$ cat config.mk
export PLATFORM = sky130hd
export DESIGN_NAME = fclk_enable_sequencer
export DESIGN_NICKNAME = d
export VERILOG_FILES = /design/src/rtl/fclk_enable_sequencer.sv
export SDC_FILE = /design/constraint.sdc
export NUM_CORES = 1
export LEC_CHECK = 0
export ABC_AREA = 1
export CELL_PAD_IN_SITES_DETAIL_PLACEMENT = 0
export CELL_PAD_IN_SITES_GLOBAL_PLACEMENT = 1
export CORE_ASPECT_RATIO = 0.9
export CORE_MARGIN = 3
export CORE_UTILIZATION = 35
export DETAILED_ROUTE_END_ITERATION = 10
export DONT_BUFFER_PORTS = 1
export GPL_TIMING_DRIVEN = 0
export PLACE_DENSITY = 0.69
export SYNTH_ARGS = -nofsm -noshare
export SYNTH_HDL_FRONTEND = slang
export SYNTH_SLANG_ARGS = --single-unit
export TNS_END_PERCENT = 1
$ cat constraint.sdc
create_clock -name CLK -period 2.8 [get_ports CLK]
set_clock_uncertainty 0.2 [all_clocks]
set_input_delay 0.28 -clock CLK [delete_from_list [all_inputs] [get_ports CLK]]
set_output_delay 0.28 -clock CLK [all_outputs]
set_load 0.1 [all_outputs]
$ cat src/rtl/fclk_enable_sequencer.sv
// Round-robin sequencer for fabric clock buffer enables: one EN bit changes at a time,
// and each change is followed by a fixed settle interval before its ACK is updated.
module fclk_enable_sequencer #(
    parameter int unsigned NUM_CLK       = 4,
    parameter int unsigned SETTLE_CYCLES = 8
) (
    input  logic               CLK,
    input  logic               RST,
    input  logic [NUM_CLK-1:0] REQ,
    output logic [NUM_CLK-1:0] EN,
    output logic [NUM_CLK-1:0] ACK,
    output logic               BUSY
);

    localparam int unsigned PtrW = (NUM_CLK > 1) ? $clog2(NUM_CLK) : 1;
    typedef logic [PtrW-1:0] ptr_t;

    typedef enum logic [0:0] {StIdle, StSettle} state_t;

    state_t             state_q, state_d;
    logic [NUM_CLK-1:0] en_q, en_d;
    logic [NUM_CLK-1:0] ack_q, ack_d;
    ptr_t               ptr_q, ptr_d;
    ptr_t               sel_q, sel_d;
    logic [7:0]         cnt_q, cnt_d;

    logic [NUM_CLK-1:0] pending;
    logic               found;
    ptr_t               pick;

    // First pending domain at or above the pointer, wrapping at NUM_CLK-1.
    always_comb begin
        pending = REQ ^ en_q;
        found   = 1'b0;
        pick    = '0;
        for (int unsigned off = 0; off < NUM_CLK; off++) begin
            int unsigned idx;
            idx = (32'(ptr_q) + off) % NUM_CLK;
            if (!found && pending[ptr_t'(idx)]) begin
                found = 1'b1;
                pick  = ptr_t'(idx);
            end
        end
    end

    always_comb begin
        state_d = state_q;
        en_d    = en_q;
        ack_d   = ack_q;
        ptr_d   = ptr_q;
        sel_d   = sel_q;
        cnt_d   = cnt_q;
        unique case (state_q)
            StIdle: begin
                if (found) begin
                    en_d[pick] = ~en_q[pick];
                    sel_d      = pick;
                    cnt_d      = 8'(SETTLE_CYCLES - 1);
                    state_d    = StSettle;
                end
            end
            StSettle: begin
                if (cnt_q != 8'd0) begin
                    cnt_d = cnt_q - 8'd1;
                end else begin
                    ack_d[sel_q] = en_q[sel_q];
                    ptr_d        = (sel_q == ptr_t'(NUM_CLK - 1)) ? '0 : sel_q + ptr_t'(1);
                    state_d      = StIdle;
                end
            end
            default: state_d = StIdle;
        endcase
    end

    always_ff @(posedge CLK or posedge RST) begin
        if (RST) begin
            state_q <= StIdle;
            en_q    <= '0;
            ack_q   <= '0;
            ptr_q   <= '0;
            sel_q   <= '0;
            cnt_q   <= '0;
        end else begin
            state_q <= state_d;
            en_q    <= en_d;
            ack_q   <= ack_d;
            ptr_q   <= ptr_d;
            sel_q   <= sel_d;
            cnt_q   <= cnt_d;
        end
    end

    assign EN   = en_q;
    assign ACK  = ack_q;
    assign BUSY = (state_q == StSettle);

endmodule

==> metrics.log, run 1 <==
[metrics] Combinational Power Share: 0.071
[metrics] Die Wd: around 74 µm
[metrics] gate count after technology mapping: 203
[metrics] effective utilization at floorplan: 0.377
[metrics] number of nets at the end of the flow: 220
[metrics] number of top-level pins: 15
[metrics] hold violation total from the final report: 0
[metrics] share of final-layout standard cells stronger than drive strength 1: 0.111
[metrics] leakage component of the power: 0.000817 µW
[metrics] Hold Path Origin: cnt_q[2]$_DFFE_PP0P_
[metrics] number of buffers between clock root and the deepest sink: 2
[metrics] clock tree root driver cell: sky130_fd_sc_hd__clkbuf_8
[metrics] initial antenna violation count: 0
[metrics] commonest non-fill, non-tap cell in the layout: sky130_fd_sc_hd__nand2_1
[metrics] clock edge transition at the registers on the reported setup and hold paths: 0.08 ns
[metrics] unrepaired setup endpoints after global routing: no
[metrics] number of global-route vias before repair: roughly 1300
[metrics] n_diodes: 0
[metrics] crit share post-route: 0.916
[metrics] register area share after synthesis: 0.361
[metrics] outcome: completed
[metrics] r2r startpoint: EN[0]$_DFFE_PP0P_
[metrics] YS warnings: 0
[metrics] final setup vio count: 0
[metrics] count of input and output buffers: 0
[metrics] net switching power of the design: 127 µW
[metrics] Critical Path RT: 2.75 ns
[metrics] first-pass GRT wire length: around 6.0 mm
[metrics] logic depth of the worst register-to-register path: 11
[metrics] busiest layer in global routing: met1
[metrics] library cells used by synthesis: 26
[metrics] start-to-end type of the worst setup path: reg -> reg
[metrics] area of the core: slightly below 4000 µm²
[metrics] commonest non-fill, non-tap cells in the layout: sky130_fd_sc_hd__nand2_1, sky130_fd_sc_hd__nand3_1, sky130_fd_sc_hd__inv_1
[metrics] total congestion overflow: 0
[metrics] critical path startpoint: EN[0]$_DFFE_PP0P_
[metrics] endpoint class of the critical path: flop
[metrics] detailed-routing iteration count for the pre-antenna-repair pass: 4
[metrics] synthesized netlist net count: about 210
[metrics] worst-case hold path end point: cnt_q[2]$_DFFE_PP0P_
[metrics] DRC violation count after routing: 0
[metrics] filler instances: 414
[metrics] Iteration-0 DRC Markers: 88
[metrics] GR Util met1: 0.239
[metrics] wire per inst: approximately 13 µm
[metrics] Internal: 415 µW
[metrics] routed vias: 1328
[metrics] transition time at the pin with the least slew margin: 1.13 ns
[metrics] P per Cell Area: about 340 nW/µm²
[metrics] Avg Inst Size Synth: 7.18 µm²
[metrics] terminus of the critical flop-to-flop path: EN[1]$_DFFE_PP0P_
[metrics] Cells after DPL: 249
[metrics] post-synthesis instance area: 1460 µm²
[metrics] worst skew pair latency: 0.26 ns
[metrics] Post-CTS Setup Repair Bufs: 0
[metrics] power share of the clock group: 0.371
[metrics] pin count of the biggest net entering global routing: 22
[metrics] sequential cell fraction of total power: 0.558
[metrics] slack of the worst reg-to-reg path: 0.24 ns
[metrics] Hold Path Cell Cnt: 2
[metrics] number of clock sinks seen by CTS: 21
[metrics] final RePlAce weighted congestion: 0.983
[metrics] H-tree levels: 1
[metrics] met3 GRT Util: 0.0432
[metrics] met2 Use GR: 0.212
[metrics] number of placement rows: 21
[metrics] cts bufs inserted: 3
[metrics] All-Layer GR Usage: 0.155
[metrics] CTS tree: done
[metrics] crit path time final: 2.56 ns
[metrics] max capacitance violation total: 0
[metrics] Die Span Y: 67.2 µm
[metrics] number of nets with antenna violations after detailed routing: 0
[metrics] Post-Route WL: 3.36 mm
[metrics] count of state elements after synthesis: 21
[metrics] startpoint class of the critical path: flop
[metrics] Critical Path AT: 2.52 ns
[metrics] area of the die: around 5000 µm²
[metrics] HPWL after detailed placement: 2.61 mm
[metrics] Final Util: 0.408
[metrics] switching part of the total power: 0.235
[metrics] layout overhead on the synthesized area: 8.07%
[metrics] maximum clock rate: 390 MHz
[metrics] type of the worst min-delay path: reg -> reg
[metrics] maximum fanout count along the critical path: 5
[metrics] number of vias per cell after detailed routing: 5.23
[metrics] final std cells w/o fill: about 250
[metrics] Worst IR Drop VDD: 0.000203 V
[metrics] tightest slew margin relative to the limit: 0.248
[metrics] number of max-slew violations in the final report: 0
power groups by stage:
stage | Combinational (µW) | Clock [µW] | Sequential (µW)
after floorplan | 30.7 | 0 | 309
after global placement | 36.9 | 0 | 309
after detailed placement | 37.7 | 0 | 309
after CTS | 39.0 | 209 | 303
after global routing | 44.9 | 220 | 303
final | 38.4 | 201 | 303
sequential cells by signal, indices dropped and copies added, names as in the netlist:
| name | count |
|---|---|
| ACK | 4 |
| cnt_q | 8 |
| BUSY | 1 |
| sel_q | 2 |
| ptr_q | 2 |
| EN | 4 |
how the worst max path moves through the flow:
| stage | end |
|---|---|
| floorplan | EN[3]$_DFFE_PP0P_ |
| global placement | EN[1]$_DFFE_PP0P_ |
| detailed placement | EN[1]$_DFFE_PP0P_ |
| CTS | EN[2]$_DFFE_PP0P_ |
| global route | EN[1]$_DFFE_PP0P_ |
| finish | EN[1]$_DFFE_PP0P_ |
critical path, cell delays in order (launching register included):
cell	delay [ns]
sky130_fd_sc_hd__dfrtp_2	0.71
sky130_fd_sc_hd__inv_1	0.24
sky130_fd_sc_hd__nand2_1	0.14
sky130_fd_sc_hd__nand3_1	0.09
sky130_fd_sc_hd__nand2_1	0.18
sky130_fd_sc_hd__a21oi_1	0.10
sky130_fd_sc_hd__nor2_1	0.14
sky130_fd_sc_hd__nand2_1	0.07
sky130_fd_sc_hd__nor2_1	0.29
sky130_fd_sc_hd__nand3_1	0.13
sky130_fd_sc_hd__nor2_1	0.11
sky130_fd_sc_hd__nor2_1	0.06
per-layer routing:
layer	vias up	wire length (µm)	share of wire
li1	678	-	-
met1	596	1640	0.49
met2	50	1390	0.41
met3	4	305	0.091
met4	0	25	0.0075
met5	-	0	0
timing repair:
action                     4_1_cts  5_1_grt
resized for setup                3        1
hold buffers                     1        0
hold endpoints to repair        21        0
setup endpoints to repair        4        7
cells by family after synthesis:
logic type                 after synthesis  synth area share
AOI/OAI and AO/OA                       22            0.0876
adders and majority gates                5            0.0429
and+or+nand+nor                        118             0.373
DFF                                     21             0.361
buffers and inverters                   29            0.0858
muxes                                    1           0.00772
xor gates and xnor gates                 7            0.0421
cells in the mapped netlist:
cell type	number	share of area
sky130_fd_sc_hd__a21oi_1	4	0.014
sky130_fd_sc_hd__a31oi_1	1	0.0043
sky130_fd_sc_hd__buf_2	1	0.0034
sky130_fd_sc_hd__buf_6	2	0.015
sky130_fd_sc_hd__dfrtp_1	21	0.36
sky130_fd_sc_hd__ha_1	5	0.043
sky130_fd_sc_hd__inv_1	24	0.062
sky130_fd_sc_hd__inv_2	2	0.0052
sky130_fd_sc_hd__mux2_2	1	0.0077
sky130_fd_sc_hd__nand2_1	50	0.13
sky130_fd_sc_hd__nand2_2	4	0.017
sky130_fd_sc_hd__nand2_4	1	0.0077
sky130_fd_sc_hd__nand3_1	38	0.13
sky130_fd_sc_hd__nand3_2	1	0.0069
sky130_fd_sc_hd__nand3b_1	1	0.0052
sky130_fd_sc_hd__nand4_1	4	0.017
sky130_fd_sc_hd__nor2_1	14	0.036
sky130_fd_sc_hd__nor2_2	2	0.0086
sky130_fd_sc_hd__nor3_1	2	0.0069
sky130_fd_sc_hd__nor4_2	1	0.0086
sky130_fd_sc_hd__o21ai_0	11	0.038
sky130_fd_sc_hd__o21ai_1	1	0.0034
sky130_fd_sc_hd__o21ai_4	1	0.011
sky130_fd_sc_hd__o22ai_1	4	0.017
sky130_fd_sc_hd__xnor2_1	1	0.0060
sky130_fd_sc_hd__xor2_1	6	0.036
metrics by stage:
| stage | TNS, ns | hold WS [ns] | total power (µW) | area, µm² | setup WS [ns] |
|---|---|---|---|---|---|
| floorplan | 0 | 0.0565 | 340 | 1460 | 0.300 |
| global placement | -0.0765 | 0.163 | 346 | 1520 | -0.0709 |
| detailed placement | -0.125 | 0.185 | 347 | 1520 | -0.0803 |
| CTS | 0 | 0.338 | 551 | 1570 | 0.0234 |
| global route | 0 | 0.403 | 568 | 1580 | 0.0495 |
| finish | 0 | 0.332 | 543 | 1580 | 0.236 |
final cells by class:
| type | count | area [µm²] | share of cell area |
|---|---|---|---|
| well taps | 46 | 57.6 | 0.0365 |
| multi-input cells | 153 | 807 | 0.512 |
| inverters | 26 | 97.6 | 0.0620 |
| flip-flops and latches | 21 | 531 | 0.337 |
| clock buffers | 4 | 45.0 | 0.0286 |
| repair buffers | 1 | 10.0 | 0.00635 |
| plain buffers | 3 | 27.5 | 0.0175 |
(Power assumes the default switching activity.)
==> run 2, diff against run 1 <==
--- a/config.mk
+++ b/config.mk
@@ -11,6 +11,7 @@
 export CORE_ASPECT_RATIO = 0.9
 export CORE_MARGIN = 3
 export CORE_UTILIZATION = 35
+export CTS_CLUSTER_DIAMETER = 40
 export DETAILED_ROUTE_END_ITERATION = 10
 export DONT_BUFFER_PORTS = 1
 export GPL_TIMING_DRIVEN = 0
==> constraint.sdc (replaced) <==
create_clock -name CLK -period 3.1 [get_ports CLK]
set_clock_uncertainty 0.2 [all_clocks]
set_input_delay 0.31 -clock CLK [delete_from_list [all_inputs] [get_ports CLK]]
set_output_delay 0.31 -clock CLK [all_outputs]
set_load 0.1 [all_outputs]
==> metrics.log, run 2 (synthesized netlist as in run 1, its figures left out) <==
[metrics] outcome: completed
[metrics] start-to-end type of the worst setup path: reg -> reg
[metrics] HPWL after detailed placement: 2.61 mm (unchanged)
[metrics] clock edge transition at the registers on the reported setup and hold paths: 0.08 ns (about the same)
[metrics] worst skew pair latency: 0.26 ns (about the same)
[metrics] count of input and output buffers: 0 (unchanged)
[metrics] n_diodes: 0 (unchanged)
[metrics] Hold Path Origin: cnt_q[2]$_DFFE_PP0P_
[metrics] number of nets with antenna violations after detailed routing: 0 (unchanged)
[metrics] flip-flop count of the largest register after layout: 8 (unchanged)
[metrics] cell-by-cell listing of the critical path: inv_1 > nand2_1 > nand3_1 > nand3_1 > a21oi_1 > nor2_1 > nand2_1 > nor2_1 > nand3_1 > nor2_1 > nor2_1
[metrics] number of clock sinks seen by CTS: 21 (unchanged)
[metrics] wire per inst: 13.2 µm (unchanged)
[metrics] CP bufs+invs: 1 (unchanged)
[metrics] number of nets at the end of the flow: 220 (unchanged)
[metrics] commonest non-fill, non-tap cells in the layout: sky130_fd_sc_hd__nand2_1, sky130_fd_sc_hd__nand3_1, sky130_fd_sc_hd__inv_1
[metrics] number of global-route vias before repair: 1258 (unchanged)
[metrics] crit share post-route: 0.912 (-0.00363)
[metrics] final setup vio count: 0 (unchanged)
[metrics] slack of the worst reg-to-reg path: 0.27 ns (+0.04 ns)
[metrics] transition time at the pin with the least slew margin: 1.13 ns (unchanged)
[metrics] hold violation total from the final report: 0 (unchanged)
[metrics] Hold Path Cell Cnt: 2 (unchanged)
[metrics] most frequent cell on the critical path: sky130_fd_sc_hd__nor2_1
[metrics] number of buffers between clock root and the deepest sink: 2 (unchanged)
[metrics] Critical Path RT: 3.05 ns (+0.30 ns)
[metrics] endpoint class of the critical path: flop
[metrics] commonest non-fill, non-tap cell in the layout: sky130_fd_sc_hd__nand2_1
[metrics] Die Wd: 74.0 µm (unchanged)
[metrics] number of placement rows: 21 (unchanged)
[metrics] number of vias per cell after detailed routing: 5.23 (unchanged)
[metrics] area of the die: 4980 µm² (unchanged)
[metrics] total congestion overflow: 0 (unchanged)
[metrics] clock tree root driver cell: sky130_fd_sc_hd__clkbuf_8
[metrics] Top delay family on crit path: simple AND/OR/NAND/NOR gates
[metrics] area of the core: 3860 µm² (unchanged)
[metrics] cts bufs inserted: 3 (unchanged)
[metrics] terminus of the critical flop-to-flop path: EN[1]$_DFFE_PP0P_
[metrics] share of final-layout standard cells stronger than drive strength 1: 0.101 (-0.00962)
[metrics] min setup slack post-route: 0.273 ns (+0.0366 ns)
[metrics] P per Cell Area: 312 nW/µm² (-9.5%)
[metrics] summed negative setup slack over all endpoints: 0 ns (unchanged)
[metrics] max capacitance violation total: 0 (unchanged)
[metrics] pin count of the biggest net entering global routing: 22 (unchanged)
[metrics] unrepaired setup endpoints after global routing: no
[metrics] routed vias: 1328 (unchanged)
[metrics] final RePlAce weighted congestion: 0.983 (unchanged)
[metrics] leakage component of the power: 0.000821 µW (+0.41%)
[metrics] effective utilization at floorplan: 0.377 (unchanged)
[metrics] Post-Route WL: 3.36 mm (unchanged)
[metrics] Iteration-0 DRC Markers: 88 (unchanged)
[metrics] Crit-path slowest cell: sky130_fd_sc_hd__dfrtp_1
[metrics] layout overhead on the synthesized area: 7.90%
[metrics] tightest slew margin relative to the limit: 0.248 (unchanged)
[metrics] startpoint class of the critical path: flop
[metrics] worst-case hold path end point: cnt_q[2]$_DFFE_PP0P_
[metrics] All-Layer GR Usage: 0.155 (unchanged)
[metrics] count of cell instances traversed by the critical path: 11 (unchanged)
[metrics] Worst Setup Slack post-DPL: 0.220 ns (+0.300 ns)
[metrics] logic depth of the worst register-to-register path: 11 (unchanged)
[metrics] number of top-level pins: 15 (unchanged)
[metrics] Critical Path AT: 2.78 ns (+0.26 ns)
[metrics] delay of the slowest cell on the worst path: 1.00 ns (+0.29 ns)
[metrics] Die Span Y: 67.2 µm (unchanged)
[metrics] maximum fanout count along the critical path: 5 (unchanged)
[metrics] detailed-routing iteration count for the pre-antenna-repair pass: 4 (unchanged)
[metrics] H-tree levels: 1 (unchanged)
[metrics] r2r startpoint: EN[2]$_DFFE_PP0P_
[metrics] first-pass GRT wire length: 5.98 mm (unchanged)
[metrics] maximum clock rate: 354 MHz (-9.3%)
[metrics] largest register by flop count: cnt_q
[metrics] filler instances: 413 (-0.24%)
[metrics] initial antenna violation count: 0 (unchanged)
[metrics] Worst IR Drop VDD: 0.000182 V (-10%)
[metrics] DRC violation count after routing: 0 (unchanged)
[metrics] number of max-slew violations in the final report: 0 (unchanged)
[metrics] type of the worst min-delay path: reg -> reg
[metrics] crit path time final: 2.83 ns (+0.263 ns)
[metrics] CTS tree: done
-- run 2: cell counts in the layout (fill, tap and decap cells not counted) --
No cell type changed its count.
-- run 2: worst min-delay path, delay by kind of cell (launching register included) --
kind | cells | cell delay (ns)
DFF | 1 | 0.38
and+or+nand+nor | 2 | 0.12
-- run 2: where the power goes --
group	switching (µW)	internal [µW]
clock network	90.1	91.6
logic	24.8	9.85
registers	0	274
-- run 2: per-layer routing --
metal  share of wire  vias to the layer above  track usage  routed length (µm)
met2            0.41                       50        0.212                1390
met4          0.0075                        0       0.0249                  25
met3           0.091                        4       0.0432                 305
met5               0                        -            0                   0
met1            0.49                      596        0.239                1640
li1                -                      678            -                   -
-- run 2: cell type report --
cell class / instances / area, µm² / share of cell area
Multi-Input combinational cell: 153 / 807 / 0.513
Clock buffer: 4 / 45.0 / 0.0286
Tap cell: 46 / 57.6 / 0.0366
Timing Repair Buffer: 1 / 10.0 / 0.00636
Buffer: 3 / 27.5 / 0.0175
Inverter: 26 / 97.6 / 0.0621
Sequential cell: 21 / 528 / 0.336
-- run 2: worst max-delay path by stage --
| stage | startpoint | slack (ns) | end |
|---|---|---|---|
| global placement | EN[0]$_DFFE_PP0P_ | 0.23 | EN[1]$_DFFE_PP0P_ |
| detailed placement | EN[0]$_DFFE_PP0P_ | 0.22 | EN[1]$_DFFE_PP0P_ |
| floorplan | EN[0]$_DFFE_PP0P_ | 0.60 | EN[3]$_DFFE_PP0P_ |
| CTS | EN[0]$_DFFE_PP0P_ | 0.20 | EN[1]$_DFFE_PP0P_ |
| global route | EN[2]$_DFFE_PP0P_ | 0.02 | EN[2]$_DFFE_PP0P_ |
| finish | EN[2]$_DFFE_PP0P_ | 0.27 | EN[1]$_DFFE_PP0P_ |
-- run 2: repair_timing --
item,in CTS,in global routing
gates resized for setup,0,2
endpoints found under the setup margin,0,3
buffers inserted,0,0
hold buffers,1,0
endpoints found under the hold margin,21,0
-- run 2: through the flow --
stage | util | hold WS [ns] | std cells | total power (µW) | cell area (µm²)
after floorplan | - | 0.0865 | 203 | 307 | 1460
after global placement | 0.392 | 0.193 | 249 | 312 | 1520
after detailed placement | 0.392 | 0.215 | 249 | 313 | 1520
after CTS | 0.407 | 0.338 | 254 | 498 | 1570
after global routing | 0.407 | 0.403 | 254 | 513 | 1570
final | 0.407 | 0.332 | 254 | 490 | 1570
